===== src/rtl/ual_pkg.sv =====
// Shared types for the UAL result/flag stages.
// Latency: n/a (types and constants only).
// Backpressure: n/a.
package ual_pkg;

  // Datapath width of the arithmetic and logic units.
  localparam int UAL_W = 8;

  // Condition flags. Field order fixes the packed layout {c, o, z, n}.
  typedef struct packed {
    logic c;  // carry-out of MSB (raw; for subtract 1 = no borrow)
    logic o;  // signed overflow
    logic z;  // result is zero
    logic n;  // result MSB
  } ual_flags_t;

  // One buffered result: value, its flags and the add/subtract tag.
  typedef struct packed {
    logic [UAL_W-1:0] res;
    ual_flags_t       flags;
    logic             add;
  } ual_entry_t;

  // Occupancy of the main/skid pair.
  typedef enum logic [1:0] {
    EMPTY = 2'd0,
    ONE   = 2'd1,
    TWO   = 2'd2
  } ual_occ_t;

  // Status register reset value: only Z set, as if a zero had been delivered.
  localparam ual_flags_t STAT_RST = '{c: 1'b0, o: 1'b0, z: 1'b1, n: 1'b0};

endpackage


===== src/rtl/ual_flag_gen.sv =====
// Derives condition flags from an arithmetic result; shared with logic-unit stages.
// Latency: combinational, no state.
// Backpressure: none (pure function of its inputs).
//
// Ports:
//   au_out_i  result value
//   au_c_i    carry-out of the MSB, passed through unmodified
//   au_o_i    signed overflow, passed through unmodified
//   flags_o   packed as ual_flags_t {c, o, z, n}
module ual_flag_gen
  import ual_pkg::*;
(
  input  logic [UAL_W-1:0] au_out_i,
  input  logic             au_c_i,
  input  logic             au_o_i,
  output logic [3:0]       flags_o
);

  ual_flags_t flags;

  always_comb begin
    flags.c = au_c_i;
    flags.o = au_o_i;
    flags.z = (au_out_i == '0);
    flags.n = au_out_i[UAL_W-1];
  end

  assign flags_o = flags;

endmodule


===== src/rtl/ual_result_stage.sv =====
// Registered result stage behind the UAL arithmetic unit: captures result,
// derives flags, and keeps a status copy of the flags last handed off.
// Latency: 1 cycle from accept to out_valid when the stage is empty or draining.
// Backpressure: 2-entry skid; in_ready is registered-state decoded, so it
// drops the cycle after the second unconsumed accept and never depends on out_ready.
//
// Ports:
//   clk, rst_n                 clock, synchronous active-low reset
//   in_valid / in_ready        upstream handshake
//   au_out, au_c, au_o, add    arithmetic result, carry, overflow, op tag
//   out_valid / out_ready      downstream handshake
//   res, flag_c/o/z/n, res_add presented entry (main slot)
//   stat_c/o/z/n               flags of the most recent handoff
module ual_result_stage
  import ual_pkg::*;
#(
  parameter int DATA_W = UAL_W
) (
  input  logic              clk,
  input  logic              rst_n,

  input  logic              in_valid,
  output logic              in_ready,
  input  logic [DATA_W-1:0] au_out,
  input  logic              au_c,
  input  logic              au_o,
  input  logic              add,

  output logic              out_valid,
  input  logic              out_ready,
  output logic [DATA_W-1:0] res,
  output logic              flag_c,
  output logic              flag_o,
  output logic              flag_z,
  output logic              flag_n,
  output logic              res_add,

  output logic              stat_c,
  output logic              stat_o,
  output logic              stat_z,
  output logic              stat_n
);

  ual_occ_t   occ_q, occ_d;
  ual_entry_t m_q, m_d;        // main slot, drives the outputs
  ual_entry_t s_q, s_d;        // skid slot, only valid in TWO
  ual_flags_t stat_q, stat_d;

  logic       accept;
  logic       handoff;
  logic [3:0] new_flags;
  ual_entry_t new_ent;

  ual_flag_gen u_flag_gen (
    .au_out_i (au_out),
    .au_c_i   (au_c),
    .au_o_i   (au_o),
    .flags_o  (new_flags)
  );

  assign new_ent = '{res: au_out, flags: ual_flags_t'(new_flags), add: add};

  assign in_ready  = (occ_q != TWO);
  assign out_valid = (occ_q != EMPTY);
  assign accept    = in_valid & in_ready;
  assign handoff   = out_valid & out_ready;

  always_comb begin
    occ_d  = occ_q;
    m_d    = m_q;
    s_d    = s_q;
    stat_d = stat_q;

    if (handoff) begin
      stat_d = m_q.flags;
    end

    case (occ_q)
      EMPTY: begin
        if (accept) begin
          m_d   = new_ent;
          occ_d = ONE;
        end
      end
      ONE: begin
        case ({accept, handoff})
          2'b10: begin
            s_d   = new_ent;
            occ_d = TWO;
          end
          2'b01: occ_d = EMPTY;
          2'b11: m_d   = new_ent;   // drain and refill in the same cycle
          default: ;
        endcase
      end
      TWO: begin
        // in_ready is low here, so only the drain side can move.
        if (handoff) begin
          m_d   = s_q;
          occ_d = ONE;
        end
      end
      default: occ_d = EMPTY;
    endcase
  end

  always_ff @(posedge clk) begin
    if (!rst_n) begin
      occ_q  <= EMPTY;
      m_q    <= '0;
      s_q    <= '0;
      stat_q <= STAT_RST;
    end else begin
      occ_q  <= occ_d;
      m_q    <= m_d;
      s_q    <= s_d;
      stat_q <= stat_d;
    end
  end

  assign res     = m_q.res;
  assign flag_c  = m_q.flags.c;
  assign flag_o  = m_q.flags.o;
  assign flag_z  = m_q.flags.z;
  assign flag_n  = m_q.flags.n;
  assign res_add = m_q.add;

  assign stat_c  = stat_q.c;
  assign stat_o  = stat_q.o;
  assign stat_z  = stat_q.z;
  assign stat_n  = stat_q.n;

endmodule


===== config.mk =====
export PLATFORM = sky130hd
export DESIGN_NAME = ual_result_stage
export DESIGN_NICKNAME = d
export VERILOG_FILES = /design/src/rtl/ual_pkg.sv /design/src/rtl/ual_flag_gen.sv /design/src/rtl/ual_result_stage.sv
export SDC_FILE = /design/constraint.sdc
export NUM_CORES = 1
export LEC_CHECK = 0
export ABC_AREA = 1
export ABC_CLOCK_PERIOD_IN_PS = 1290
export CAP_MARGIN = 20
export CORE_MARGIN = 8
export CORE_UTILIZATION = 37
export CTS_CLUSTER_SIZE = 25
export DETAILED_ROUTE_END_ITERATION = 6
export PLACE_DENSITY = 0.74
export SYNTH_ARGS = -nofsm -noshare
export SYNTH_HDL_FRONTEND = slang
export SYNTH_SLANG_ARGS = --single-unit

===== constraint.sdc =====
create_clock -name clk -period 1.29 [get_ports clk]
set_clock_uncertainty 0.2 [all_clocks]
set_input_delay 0.387 -clock clk [delete_from_list [all_inputs] [get_ports clk]]
set_output_delay 0.387 -clock clk [all_outputs]
set_load 0.01 [all_outputs]

==> results of run 1 <==
-- cell type report --
type	count	area, sq um	area share (%)
clock buffer	6	51.30	2.207
clock inverter	2	60.06	2.583
inverter	9	55.05	2.368
multi-input combinational	143	813.3	34.98
sequential	30	628.1	27.02
tap	46	57.56	2.476
timing repair buffer	66	651.9	28.04
timing repair inverter	1	7.507	0.3229
-- routing by layer --
| metal | global-route usage [%] | vias to the layer above | share of wire, % |
|---|---|---|---|
| met5 | 0 | - | 0 |
| met4 | 7.059 | 0 | 2.2 |
| met3 | 5.307 | 10 | 6.6 |
| met2 | 21.42 | 58 | 50 |
| met1 | 14.94 | 691 | 41 |
| li1 | - | 750 | - |
-- cells in the final DEF (no fill, tap or decap), types with 2 or more instances in the layout --
cell type,netlist,routed
sky130_fd_sc_hd__a21oi_1,15,9
sky130_fd_sc_hd__a21oi_2,0,5
sky130_fd_sc_hd__buf_4,4,24
sky130_fd_sc_hd__buf_6,0,24
sky130_fd_sc_hd__buf_8,0,3
sky130_fd_sc_hd__bufinv_16,0,2
sky130_fd_sc_hd__clkbuf_4,0,5
sky130_fd_sc_hd__clkdlybuf4s50_1,0,11
sky130_fd_sc_hd__clkinvlp_4,0,2
sky130_fd_sc_hd__dfxtp_1,30,12
sky130_fd_sc_hd__dfxtp_2,0,16
sky130_fd_sc_hd__dfxtp_4,0,2
sky130_fd_sc_hd__inv_1,7,3
sky130_fd_sc_hd__inv_2,2,2
sky130_fd_sc_hd__inv_4,0,2
sky130_fd_sc_hd__nand2_1,33,28
sky130_fd_sc_hd__nand2_2,3,4
sky130_fd_sc_hd__nand2_4,0,5
sky130_fd_sc_hd__nand3_1,12,12
sky130_fd_sc_hd__nor2_1,49,41
sky130_fd_sc_hd__nor2_2,0,6
sky130_fd_sc_hd__nor2_4,0,2
sky130_fd_sc_hd__o21ai_0,25,3
sky130_fd_sc_hd__o21ai_1,0,3
sky130_fd_sc_hd__o21ai_2,1,19
-- where the power goes --
part / internal (uW) / switching [uW] / leakage (uW)
combinational: 299 / 288 / 0.000719
sequential: 995 / 46.6 / 0.000252
clock: 656 / 347 / 0.0000585
total: 1950 / 682 / 0.00103
-- cell families after synthesis --
family	share of synthesized area, %
flip-flops	45.16
buffers and inverters	7.997
AND/OR/NAND/NOR	30.58
AO/OA/AOI/OAI	16.27
-- worst register-to-register path, delay by kind of cell (launching register included) --
kind | cells | cell delay [ns]
buffers and inverters | 5 | 0.56
flip-flops | 1 | 0.38
AND/OR/NAND/NOR | 2 | 0.18
AO/OA/AOI/OAI | 1 | 0.14
-- stage by stage --
step                utilization (%)  instance area (sq um)
finish                        68.59                   2325
global route                  68.59                   2325
global placement              53.12                   1800
CTS                           60.54                   2052
detailed placement            53.12                   1800
floorplan                         -                   1351
-- sequential cells by signal, indices dropped and copies added (netlist names) --
signal / flops
s_q: 12
res: 8
occ_q: 2
flag_c: 1
flag_o: 1
flag_z: 1
res_add: 1
stat_c: 1
stat_n: 1
stat_o: 1
stat_z: 1
-- cells in the mapped netlist, types with 2 or more instances --
| library cell | number |
|---|---|
| sky130_fd_sc_hd__buf_4 | 4 |
| sky130_fd_sc_hd__nand2_1 | 33 |
| sky130_fd_sc_hd__clkbuf_1 | 2 |
| sky130_fd_sc_hd__nand2_2 | 3 |
| sky130_fd_sc_hd__nor2_1 | 49 |
| sky130_fd_sc_hd__dfxtp_1 | 30 |
| sky130_fd_sc_hd__buf_2 | 7 |
| sky130_fd_sc_hd__inv_1 | 7 |
| sky130_fd_sc_hd__inv_2 | 2 |
| sky130_fd_sc_hd__nand3_1 | 12 |
| sky130_fd_sc_hd__a21oi_1 | 15 |
| sky130_fd_sc_hd__o21ai_0 | 25 |
-- worst paths after layout --
kind / startpoint / to / cells after the start
worst max-delay path: occ_q[0]$_SDFFE_PN0P_ / in_ready / 3
worst min-delay path: rst_n / flag_o$_SDFFE_PN0P_ / 3
worst max register to register: occ_q[1]$_SDFFE_PN0P_ / s_q[2]$_SDFFE_PN0P_ / 8
worst min register to register: s_q[8]$_SDFFE_PN0P_ / s_q[8]$_SDFFE_PN0P_ / 2
-- timing repair --
item | 4_1_cts | 5_1_grt
setup buffers | 8 | 5
resized for setup | 134 | 80
hold endpoints to repair | 0 | 0
cloned | 2 | 2
endpoints found under the setup margin | 49 | 49
pin swaps | 2 | 13
==> metrics.md, run 1 <==
| Metric | Value |
|---|---|
| Peak supply drop | 658.8 uV |
| Number of enable flip-flop cells after synthesis | 0 |
| Remaining antenna violation count after routing | 0 |
| Critical path buffer and inverter count | 2 |
| Number of antenna violations at the first check in global routing | 0 |
| Share of the clock period used by the worst path | 121.4% |
| 1st-iter DRT viols | 151 |
| Failing checks | setup timing |
| HPWL after detailed placement | 2488 um |
| Die height | 75.96 um |
| Top Ports | 34 |
| Initial Util | 39.24% |
| Die area | 5769 sq um |
| Worst min-delay path class | in2reg |
| GPL Wtd Cong | 0.7984 |
| Final hold viol count | 0 |
| GR Overflow Total | 0 |
| Fill cells | 252 |
| Maximum number of pins on one net before global-route repair | 14 |
| Netlist cell types | 17 |
| Top cell type by total area after synthesis | sky130_fd_sc_hd__dfxtp_1 |
| Min setup slack post-route | -0.2761 ns |
| Min Clock Period, post-route | 1.566 ns |
| Cell types with the largest area share after synthesis | sky130_fd_sc_hd__dfxtp_1 (45%), sky130_fd_sc_hd__nor2_1 (14%), sky130_fd_sc_hd__o21ai_0 (9.4%) |
| Area of the placeable core | 3390 sq um |
| Prevailing post-synth register cell | sky130_fd_sc_hd__dfxtp_1 |
| Via count | 1,509 |
| Cell Pwr Density | 1133 nW/um^2 |
| Net count after synthesis | 209 |
| Critical path type | reg2out |
| Number of standard cells after synthesis | 194 |
| Pins over their slew limit | 0 |
| Wire per inst | 14.49 um |
| Fraction of synthesized cell area taken by the top area cell type | 45.16% |
| Standard-cell row count | 21 |
| Number of buffers inserted by hold repair at cts | 0 |
| R2r setup slk | -0.22 ns |
| Post-synthesis async set-or-reset flop share | 0% |
| Required time reported for the critical path endpoint | 0.70 ns |
| Transition at the pin with the smallest max-transition slack | 0.2726 ns |
| CTS HTree Levels | 2 |
| Clock-pin slew of the registers on the worst-case setup and hold paths | 0.10 ns |
| Standby leakage power | 0.001030 uW |
| First-pass detailed-route iteration total | 4 |
| Largest fanout of any net on the critical path | 3 |
| Post-Place Setup Slack | -0.6155 ns |
| Die extent in x | 75.96 um |
| Buffers on Ports | 33 |
| Post-synthesis sequential area ratio | 45.16% |
| Layout cells sized above 1 | 50.97% |
| Total Neg Setup Slack | -6.026 ns |
| Cell at the root of the clock tree | sky130_fd_sc_hd__clkbuf_4 |
| Layout-stage area growth over the synthesis result | 74.79% |
| Remaining DRCs | 0 |
| Run status | finished with violations |
| Worst-skew pair later-pin latency | 0.34 ns |
| Via count of the first global-routing pass | 1,410 |
| Library cell contributing the largest single delay on the critical path | sky130_fd_sc_hd__dfxtp_4 |
| Sort of element at the end of the critical path | output pin |
| Total CTS buffers | 5 |
| Number of cells in the finished layout apart from fillers | 303 |
| Worst path arrival time | 0.98 ns |
| Number of clock sinks seen by CTS | 30 |
| Final worst hold slack | 0.2049 ns |
| Mean instance size in the synthesized netlist | 6.856 sq um |
| Highest cell delay on the worst timing path | 0.37 ns |
| Synthesized flop and latch total | 30 |
| Worst setup SP type | register |
| Crit-path leading delay family | flip-flops |
| Highest Clock Rate | 638.5 MHz |
| Ys Warns | 0 |
| Number of buffers on the longest clock path | 2 |
| Post-detailed-route via-to-cell ratio | 4.980 |
| Antenna Cells | 0 |
| Power after layout | 2633 uW |
| List of cells traversed by the critical path | inv_2, nand2_2, buf_6 |
| TritonCTS clock tree | yes |
| RSZ-0062 raised after global routing | yes |
| Setup Viol. Count Final | 44 |
| All-layer global routing usage | 13.41% |
| Worst slew slack as a fraction of its limit | 81.76% |
| Number of nets in the layout | 271 |
| Count of max-cap constraint violations | 0 |
| Global-route wire length before repair | 6444 um |
| Area of the mapped netlist | 1330 sq um |
| Post-Route WL | 4391 um |
| Placed Instances | 279 |
Note: power is estimated with default switching activity, not from simulation.
==> run 2: changes to the inputs <==
--- a/config.mk
+++ b/config.mk
@@ -13,6 +13,7 @@
 export CTS_CLUSTER_SIZE = 25
 export DETAILED_ROUTE_END_ITERATION = 6
 export PLACE_DENSITY = 0.74
+export SKIP_LAST_GASP = 1
 export SYNTH_ARGS = -nofsm -noshare
 export SYNTH_HDL_FRONTEND = slang
 export SYNTH_SLANG_ARGS = --single-unit
==> run 2 against run 1 <==
Against the previous run:
- fmax fell by 0.23%
- setup slack got worse by 0.0036 ns
- register-to-register slack improved by 0.02 ns
- the flow still finishes with violations (setup timing)
- highest routed layer unchanged
- die area did not move
- wire length fell by 2.7%
- critical endpoint unchanged
- sequential share of layout area rose by 0.058 points
- total power fell by 0.21%
- combinational power barely moved
- critical path type unchanged
- worst hold slack got worse by 0.0063 ns
- via count rose by 1.1%
- clock-buffer cell count did not move
==> metrics.md, run 2 (synthesis gave the netlist of run 1 again) <==
| Metric | Value |
|---|---|
| Commonest non-fill, non-tap cell in the layout | sky130_fd_sc_hd__nor2_1 |
| Global-route wire length before repair | 6444 um |
| Clock-pin slew of the registers on the worst-case setup and hold paths | 0.10 ns |
| Total CTS buffers | 5 |
| Worst slew slack as a fraction of its limit | 81.59% |
| Post-Place Setup Slack | -0.6155 ns |
| Worst path arrival time | 0.98 ns |
| Standby leakage power | 0.001030 uW |
| RSZ-0062 raised after global routing | yes |
| Remaining DRCs | 0 |
| Count of cells along the worst register-to-register path | 7 |
| Fill cells | 257 |
| Cell at the root of the clock tree | sky130_fd_sc_hd__clkbuf_4 |
| Count of max-cap constraint violations | 0 |
| List of cells traversed by the critical path | inv_2, nand2_2, buf_6 |
| Antenna Cells | 0 |
| Layout cells sized above 1 | 50.19% |
| Cell Pwr Density | 1133 nW/um^2 |
| Post-detailed-route via-to-cell ratio | 5.033 |
| Cell area after layout | 2320 sq um |
| Area of the placeable core | 3390 sq um |
| Via count of the first global-routing pass | 1,410 |
| Run status | finished with violations |
| Initial Util | 39.24% |
| Transition at the pin with the smallest max-transition slack | 0.2751 ns |
| Post-Route WL | 4271 um |
| Layout-stage area growth over the synthesis result | 74.41% |
| Library cell contributing the largest single delay on the critical path | sky130_fd_sc_hd__dfxtp_4 |
| Failing checks | setup timing |
| Maximum number of pins on one net before global-route repair | 14 |
| Finished Core Util | 68.44% |
| Min setup slack post-route | -0.2796 ns |
| Remaining antenna violation count after routing | 0 |
| Number of flip-flops under the largest register name | 12 |
| Die extent in x | 75.96 um |
| Worst min-delay path class | in2reg |
| Die height | 75.96 um |
| Number of clock sinks seen by CTS | 30 |
| Highest-count cells in the layout ignoring fill and taps | sky130_fd_sc_hd__nor2_1 (42), sky130_fd_sc_hd__nand2_1 (29), sky130_fd_sc_hd__buf_6 (24), sky130_fd_sc_hd__buf_4 (24), sky130_fd_sc_hd__o21ai_2 (19) |
| Required time reported for the critical path endpoint | 0.70 ns |
| Number of cells on the worst hold path | 3 |
| Via count | 1,525 |
| Highest cell delay on the worst timing path | 0.37 ns |
| Highest Clock Rate | 637.1 MHz |
| Die area | 5769 sq um |
| Final hold viol count | 0 |
| Wire per inst | 14.10 um |
| Worst-skew pair later-pin latency | 0.34 ns |
| Critical path type | reg2out |
| Min Clock Period, post-route | 1.570 ns |
| Share of the clock period used by the worst path | 121.7% |
| HPWL after detailed placement | 2488 um |
| Number of buffers on the longest clock path | 2 |
| Setup Viol. Count Final | 44 |
| GR Overflow Total | 0 |
| First-pass detailed-route iteration total | 4 |
| Standard-cell row count | 21 |
| Peak supply drop | 657.8 uV |
| All-layer global routing usage | 13.41% |
| TritonCTS clock tree | yes |
| Register ranked first by flip-flop count | s_q |
| Number of buffers inserted by hold repair at cts | 0 |
| GPL Wtd Cong | 0.7984 |
| Sort of element at the end of the critical path | output pin |
| Placed standard-cell area | 1800 sq um |
| CTS HTree Levels | 2 |
| Top Ports | 34 |
| Buffers on Ports | 33 |
| Number of nets in the layout | 271 |
| Number of antenna violations at the first check in global routing | 0 |
| Worst setup SP type | register |
| Largest fanout of any net on the critical path | 3 |
| 1st-iter DRT viols | 159 |
| Pins over their slew limit | 0 |
run 2: cell counts in the layout (fill, tap and decap cells not counted):
No cell type changed its count.
run 2: final timing paths:
| kind | startpoint | endpoint | slack (ns) |
|---|---|---|---|
| setup / recovery | occ_q[0]$_SDFFE_PN0P_ | in_ready | -0.28 |
| hold / removal | rst_n | flag_o$_SDFFE_PN0P_ | 0.20 |
| setup reg to reg | occ_q[0]$_SDFFE_PN0P_ | s_q[2]$_SDFFE_PN0P_ | -0.20 |
| hold reg to reg | s_q[2]$_SDFFE_PN0P_ | s_q[2]$_SDFFE_PN0P_ | 0.28 |
run 2: critical path, delay by kind of cell (launching register included):
| kind | cells | cell delay [ns] |
|---|---|---|
| DFF | 1 | 0.37 |
| buffers and inverters | 2 | 0.20 |
| and+or+nand+nor | 1 | 0.08 |
run 2: where the power goes:
part	internal [uW]	leakage, uW	switching (uW)
combinational	298	0.000719	285
clock	656	0.0000585	346
sequential	995	0.000252	45.7
total	1950	0.00103	677
run 2: layer usage:
layer / share of wire [%] / vias to the layer above / GRT usage (%)
met5: 0 / - / 0
met1: 41 / 698 / 14.94
li1: - / 757 / -
met4: 2.8 / 0 / 7.059
met3: 6.0 / 11 / 5.307
met2: 50 / 59 / 21.42
run 2: final cells by class:
class                           count  area [sq um]  area share (%)
Timing Repair inverter              1         7.507          0.3236
Multi-Input combinational cell    143         808.3           34.84
Timing Repair Buffer               66         651.9           28.10
Clock inverter                      2         60.06           2.589
Tap cell                           46         57.56           2.481
Sequential cell                    30         628.1           27.08
Inverter                            9         55.05           2.373
Clock buffer                        6         51.30           2.211
run 2: repair_timing:
item	4_1_cts	5_1_grt
gates resized for setup	134	78
gates cloned	2	2
endpoints found under the setup margin	49	49
pin swaps	2	13
setup buffers	8	5
run 2: metrics by stage:
| stage | std cells | power (uW) | TNS, ns | hold WS (ns) |
|---|---|---|---|---|
| 6_report | 303 | 2627 | -5.983 | 0.1985 |
| 5_1_grt | 303 | 2743 | -8.006 | 0.1972 |
| 2_1_floorplan | 194 | 1252 | -0.04231 | 0.2419 |
| 3_3_place_gp | 279 | 1473 | -19.53 | 0.2520 |
| 4_1_cts | 297 | 2518 | -4.366 | 0.2823 |
| 3_5_place_dp | 279 | 1480 | -20.44 | 0.2646 |
==> run 3: changes to the inputs <==
--- a/config.mk
+++ b/config.mk
@@ -6,7 +6,6 @@
 export NUM_CORES = 1
 export LEC_CHECK = 0
 export ABC_AREA = 1
-export ABC_CLOCK_PERIOD_IN_PS = 1290
 export CAP_MARGIN = 20
 export CORE_MARGIN = 8
 export CORE_UTILIZATION = 37
==> results of run 3 <==
Final layout, timing and power as in run 2 (identical DEF).
